### src/rtl/alarm_sequencer.sv
// Alarm panel sequencer: walks DISARMED -> EXIT -> ARMED -> ENTRY -> ALARM
// and drives a shared external timer through load/enable/clear strobes.
// Every output is registered, so a sampled input shows up one clock later.
module alarm_sequencer #(
  parameter logic [17:0] EXIT_TICKS  = 18'd30,
  parameter logic [17:0] ENTRY_TICKS = 18'd15,
  parameter logic [17:0] SIREN_TICKS = 18'd120
) (
  input  logic        clkSignal,
  input  logic        RST,
  input  logic        armReq,
  input  logic        disarmReq,
  input  logic        sensorTrip,
  input  logic        tmrFinish,
  output logic        tmrEN,
  output logic        tmrRST,
  output logic [17:0] tmrMaxCount,
  output logic [2:0]  state,
  output logic        siren,
  output logic        ledArmed,
  output logic        armFault
);

  typedef enum logic [2:0] {
    S_DISARMED = 3'd0,
    S_EXIT     = 3'd1,
    S_ARMED    = 3'd2,
    S_ENTRY    = 3'd3,
    S_ALARM    = 3'd4
  } state_t;

  // A zero count would never expire on the timer, so it is forced to 1.
  localparam logic [17:0] LP_EXIT  = (EXIT_TICKS  == 18'd0) ? 18'd1 : EXIT_TICKS;
  localparam logic [17:0] LP_ENTRY = (ENTRY_TICKS == 18'd0) ? 18'd1 : ENTRY_TICKS;
  localparam logic [17:0] LP_SIREN = (SIREN_TICKS == 18'd0) ? 18'd1 : SIREN_TICKS;

  state_t      r_state;
  logic        r_tmr_en;
  logic        r_tmr_rst;
  logic [17:0] r_max;
  logic        r_siren;
  logic        r_led;
  logic        r_fault;

  state_t      w_next;
  logic        w_fault;
  logic        w_fin_ok;
  logic        w_change;
  logic        w_timed;
  logic [17:0] w_max_nxt;

  // An expiry seen while the timer is being cleared belongs to the old load.
  assign w_fin_ok = tmrFinish & ~r_tmr_rst;

  // State register; reset aborts any state, including ALARM.
  always_ff @(posedge clkSignal) begin
    if (!RST) begin
      r_state <= S_DISARMED;
    end else begin
      r_state <= w_next;
    end
  end

  // Next-state decode; priority is disarm > expiry > sensor > arm.
  always_comb begin
    w_next  = r_state;
    w_fault = 1'b0;
    case (r_state)
      S_DISARMED: begin
        if (armReq) begin
          if (sensorTrip) begin
            w_fault = 1'b1;
          end else begin
            w_next = S_EXIT;
          end
        end
      end
      S_EXIT: begin
        if (disarmReq) begin
          w_next = S_DISARMED;
        end else if (w_fin_ok) begin
          w_next = S_ARMED;
        end
      end
      S_ARMED: begin
        if (disarmReq) begin
          w_next = S_DISARMED;
        end else if (sensorTrip) begin
          w_next = S_ENTRY;
        end
      end
      S_ENTRY: begin
        if (disarmReq) begin
          w_next = S_DISARMED;
        end else if (w_fin_ok) begin
          w_next = S_ALARM;
        end
      end
      S_ALARM: begin
        if (disarmReq) begin
          w_next = S_DISARMED;
        end else if (w_fin_ok) begin
          w_next = S_ARMED;
        end
      end
      default: begin
        w_next = S_DISARMED;
      end
    endcase
  end

  // Output decode from the state being entered, so the registered outputs
  // line up with the registered state.
  always_comb begin
    w_change  = (w_next != r_state);
    w_timed   = (w_next == S_EXIT) || (w_next == S_ENTRY) || (w_next == S_ALARM);
    w_max_nxt = r_max;
    if (w_change) begin
      case (w_next)
        S_EXIT:  w_max_nxt = LP_EXIT;
        S_ENTRY: w_max_nxt = LP_ENTRY;
        S_ALARM: w_max_nxt = LP_SIREN;
        default: w_max_nxt = r_max;
      endcase
    end
  end

  // Output registers; the clear pulse marks the first cycle of every new state.
  always_ff @(posedge clkSignal) begin
    if (!RST) begin
      r_tmr_en  <= 1'b0;
      r_tmr_rst <= 1'b1;
      r_max     <= 18'd0;
      r_siren   <= 1'b0;
      r_led     <= 1'b0;
      r_fault   <= 1'b0;
    end else begin
      r_tmr_en  <= w_timed & ~w_change;
      r_tmr_rst <= w_change;
      r_max     <= w_max_nxt;
      r_siren   <= (w_next == S_ALARM);
      r_led     <= (w_next == S_ARMED) || (w_next == S_ENTRY) || (w_next == S_ALARM);
      r_fault   <= w_fault;
    end
  end

  assign state       = r_state;
  assign tmrEN       = r_tmr_en;
  assign tmrRST      = r_tmr_rst;
  assign tmrMaxCount = r_max;
  assign siren       = r_siren;
  assign ledArmed    = r_led;
  assign armFault    = r_fault;

endmodule

### config.mk
export PLATFORM = sky130hd
export DESIGN_NAME = alarm_sequencer
export DESIGN_NICKNAME = d
export VERILOG_FILES = /design/src/rtl/alarm_sequencer.sv
export SDC_FILE = /design/constraint.sdc
export NUM_CORES = 1
export LEC_CHECK = 0
export ABC_AREA = 1
export ABC_CLOCK_PERIOD_IN_PS = 1700
export BUFFER_PORTS_ARGS = -buffer_cell sky130_fd_sc_hd__buf_2
export CAP_MARGIN = 20
export CORE_UTILIZATION = 43
export DETAILED_ROUTE_END_ITERATION = 6
export PLACE_DENSITY_LB_ADDON = 0.1
export SYNTH_ARGS = -nofsm -noshare
export SYNTH_HDL_FRONTEND = slang
export SYNTH_SLANG_ARGS = --single-unit
### constraint.sdc
create_clock -name clkSignal -period 1.7 [get_ports clkSignal]
set_clock_uncertainty 0.15 [all_clocks]
set_input_delay 0.255 -clock clkSignal [delete_from_list [all_inputs] [get_ports clkSignal]]
set_output_delay 0.255 -clock clkSignal [all_outputs]
set_load 0.05 [all_outputs]
**Word-level counts from Yosys, hierarchy flattened**

Cells that the tools add are included.

- Register bits after elaboration: 26
- Input port bits: 6
- Output and inout port bits: 26
- Word-level logic and storage cells: 40

- Equal/unequal tests: 9
- Multiplexer cells: 11
- Bitwise logic cells: 4
- Reduce and logical (&&, ||, !) cells: 9

Operators with widths:

| operator | count |
|---|---|
| $pmux 18 s3 | 1 |
| $mux 3 | 8 |
| $eq 3x2->1 const B | 4 |
| $pmux 3 s4 | 1 |
| $eq 3x1->1 const B | 2 |
| $eq 3x3->1 const B | 2 |
| $logic_or 1x1->1 | 4 |
| $logic_not 3->1 | 1 |
| $ne 3x3->1 | 1 |
| $reduce_and 3->1 | 1 |
| $reduce_bool 3->1 | 1 |
| $and 1x1->1 | 2 |
| $not 1->1 | 2 |
| $reduce_and 2->1 | 1 |
| $reduce_or 2->1 | 1 |
| $mux 1 | 1 |

**Depth between registers and ports, before layout**

- Depth after elaboration: 9
- Depth in mapped cells: 10
- Depth with buffers taken out: 10

**Least setup slack after synthesis**

OpenSTA, ideal clock, no wires.

- Path kind: reg-to-reg
- Start: register r_state[0], in the netlist state[0]
- End: register r_max[2], in the netlist tmrMaxCount[2]
- Setup time: 0.123 ns
- Arrival time: 1.535 ns
- Required time: 1.427 ns
- Path slack: -0.108 ns
- Cell stages (with the launch flop): 8
- Buffers on the path: 0
- Period minus slack after synthesis: 1.808 ns
- Cell sequence: dfxtp_1 nand3_1 or2_1 and2_4 nand2_1 nand2_2 nand2_1 a21oi_1

- Longest elaborated chain between the ends: 6
- Elaborated cells on any way between the ends: 22
- Classes of those cells: eq/ne (8); mux (10); reduce/logical (4)

Ends and longest elaborated chain:

| what | line | text |
|---|---|---|
| start: declaration | 37 | `state_t r_state;` |
| start signal: assignment | 60 | `r_state <= w_next;` |
| $eq 3x3->1, or another cell as far along | 68 | `case (r_state)` |
| $reduce_or 2->1 (no line), or another cell as far along | - |  |
| $pmux 3 s4 | 68 |  |
| $eq 3x1->1, or another cell as far along | 119 | `case (w_next)` |
| $reduce_bool 3->1 (no line) | - |  |
| $reduce_and 2->1 (no line) | - |  |
| end signal: assignment | 140 | `r_max <= w_max_nxt;` |
| end: declaration | 40 | `logic [17:0] r_max;` |

Parallel ways exist; a longest one is shown, timed or not. The select of a mux whose other input is x is not followed.
A chain may end at the register's enable or synchronous reset.

**Final worst setup path**

- Start: register r_state[2], in the netlist state[2]
- End: register r_max[2], in the netlist tmrMaxCount[2]

The elaborated chain is that of the path after synthesis.

==> flow_summary.yaml <==
floorplan:
  core.rowCount: 13
  ios: 32
  die_w_um: 40.7
  die_area_mm2: 0.00166
  fp.dieH_um: 40.7
  initial_core_util_pct: 47.7
  core_area_mm2: 0.00135
cells_and_area:
  register_area_um2: 264
  final_cell_area_um2: 737
  nets: 117
  drive_above_1_share_pct: 31.8
  multi_input_comb_area_um2: 279
  areaGrowthSynthToFinish_pct: 14.4
  fill_cells: 144
  final_cells: 125
  insertedDiodeCount: 0
synthesis:
  ys_seq_area_share_pct: 40.4
  synth_cells: 89
  syn_area_um2: 644
  yosysUniqueCellTypes: 16
  ys_ff_latch: 13
  syn_area_per_cell_um2: 7.24
  ys_warn_count: 0
sta:
  period_needed_ns: 1.54
  drv_slew: 0
  holdWs_ns: 0.0718
  rsz0062_at_grt: "false"
  setup_viol: 0
  setup_tns_ns: 0
  fmax_ghz: 0.649
  finalHoldViolations: 0
  fin_crit_sh_pct: 90.6
clocking:
  clockBufferDepth: 2
  clk_latency_ns: 0.28
  ctsHtreeMaxLevel: 1
  holdBufCountCts: 0
  root_buffer: "clkbuf_4"
  cts_sinks: 13
  clk_pin_slew_ns: 0.09
  cts_buffers: 3
  tritoncts: "done"
worst_setup_path:
  path_cells: "inv_2 -> nand3_1 -> nor2_1 -> nor2_1 -> a21oi_1 -> nand3_1 -> nand2_2 -> nand2_1 -> a21oi_1"
  critPathRequiredTime_ns: 1.76
  crit_end: "tmrMaxCount[2]"
  crit_cells: 9
  r2r-end: "tmrMaxCount[2]"
  cp-end-kind: "flip-flop"
  crit_fanout: 5
  cp_slowest_stage_delay_ns: 0.36
  setup.worst_path.start: "state[2]"
  cp_num_buf_inv: 1
  rr_startpoint: "state[2]"
  cp.arrival_ns: 1.60
  path_class: "reg2reg"
  r2r_cells: 9
  start_kind: "flip-flop"
  ff2ff_setup_slack_ns: 0.16
  slowest_stage: "dfxtp_2"
  critical-path-top-delay-family: "simple AND/OR/NAND/NOR gates"
routing:
  dr.first_iter.drc_count: 9
  drc: 0
  dr_total_vias: 575
  drt-total-wl_um: 1270
  wl_per_cell_um: 10.2
  vias_per_cell: 4.60
  dr.pass1.iters: 4
  antenna_violating_nets_post_route: 0
global_route:
  grt_start_max_net_pins: 9
  antenna_found_initial: 0
  grt_pass1_wl_um: 1710
  grt_usage_pct: 16.3
  gr-total-overflow: 0
  grt_pass1_vias: 421
power:
  pwr-share-comb_pct: 23.5
  switching_power_uw: 250
  clock_power_share_pct: 29.2
  internal_power_uw: 434
  ir_worst_vdd_mv: 0.541
  seq_power_share_pct: 47.3
  pwr_density_cell_mw_per_mm2: 927
  total_leakage_power_nw: 0.404
  sw_frac_of_total_pct: 36.5
placement:
  place.gp.congestion: 0.768
  place_area_um2: 707
  io_buffers: 20
  dp_cells: 121
  dp_hpwl_um: 925
run:
  max_cap_violations: 0
outcome:
  outcome: "completed"
worst_hold_path:
  hp-class: "in2reg"
worst min-delay path, stage by stage:
cell,delay (ns)
buf_2,0.10
nand3_1,0.07
nor3_1,0.04
per-stage QoR:
stage / utilization [%] / power [mW] / setup WS (ns)
global placement: 52.4 / 0.488 / 0.159
floorplan: - / 0.484 / 0.00358
global route: 54.6 / 0.713 / 0.0167
CTS: 54.3 / 0.690 / 0.158
finish: 54.6 / 0.683 / 0.160
detailed placement: 52.4 / 0.489 / 0.149
cell usage after synthesis:
| master | number | area, µm² |
|---|---|---|
| nand2_1 | 11 | 41.3 |
| or2_1 | 1 | 6.26 |
| inv_2 | 2 | 7.51 |
| nor2_2 | 1 | 6.26 |
| o21ai_0 | 1 | 5.00 |
| inv_1 | 11 | 41.3 |
| conb_1 | 1 | 3.75 |
| nor2_1 | 10 | 37.5 |
| nand2_2 | 4 | 25.0 |
| nand4_1 | 3 | 18.8 |
| buf_4 | 13 | 97.6 |
| nor3_1 | 3 | 15.0 |
| a21oi_1 | 9 | 45.0 |
| nand3_1 | 5 | 25.0 |
| and2_4 | 1 | 8.76 |
| dfxtp_1 | 13 | 260 |
cell families (layout without fill, tap and decap cells):
group	after synthesis	in the layout	synth area share (%)
AND/OR/NAND/NOR	39	39	28.5
other	1	11	0.582
flip-flops	13	13	40.4
buffers and inverters	26	37	22.7
AO/OA/AOI/OAI	10	10	7.77
cells in the final DEF (no fill, tap or decap), drive strengths merged:
| cell | count |
|---|---|
| nand2 | 15 |
| nor3 | 3 |
| a21oi | 9 |
| dfxtp | 13 |
| clkbuf | 4 |
| nand4 | 3 |
| buf | 20 |
| nor2 | 11 |
| inv | 13 |
| o21ai | 1 |
| nand3 | 5 |
| and2 | 1 |
| or2 | 1 |
| conb | 11 |
sequential cells by signal, indices dropped and copies added (netlist names):
register     count
tmrMaxCount      5
armFault         1
siren            1
tmrRST           1
tmrEN            1
state            3
ledArmed         1
timing repair:
action,4_1_cts,5_1_grt
resized for setup,0,1
endpoints found under the setup margin,0,1
buffers inserted,0,0
worst min-delay path by stage:
| stage | start | endpoint | slack (ns) | depth (start not counted) |
|---|---|---|---|---|
| floorplan | RST | tmrRST | 0.22 | 1 |
| global placement | tmrMaxCount[4] | tmrMaxCount[4] | 0.28 | 2 |
| detailed placement | tmrMaxCount[3] | tmrMaxCount[3] | 0.29 | 2 |
| CTS | armReq | armFault | 0.06 | 3 |
| global route | armReq | armFault | 0.08 | 3 |
| finish | armReq | armFault | 0.07 | 3 |
power groups by stage:
stage | Combinational (mW) | Clock, mW | Sequential, mW
after floorplan | 0.114 | 0 | 0.370
after global placement | 0.158 | 0 | 0.330
after detailed placement | 0.159 | 0 | 0.330
after CTS | 0.159 | 0.208 | 0.323
after global routing | 0.172 | 0.215 | 0.326
final | 0.161 | 0.200 | 0.323
layer usage:
metal / wire length [µm] / GRT usage [%] / vias to the layer above
met2: 566 / 22.6 / 21
met3: 79 / 3.26 / 2
met5: 0 / 0 / -
li1: - / - / 298
met1: 611 / 21.7 / 254
met4: 15 / 12.5 / 0
final cells by class:
type	count	area share, %
Clock buffer	4	3.57
Inverter	13	6.62
Multi-Input combinational cell	60	37.9
Sequential cell	13	35.8
Tap cell	15	2.55
Timing Repair Buffer	20	13.6
Note: power is estimated with default switching activity, not from simulation.
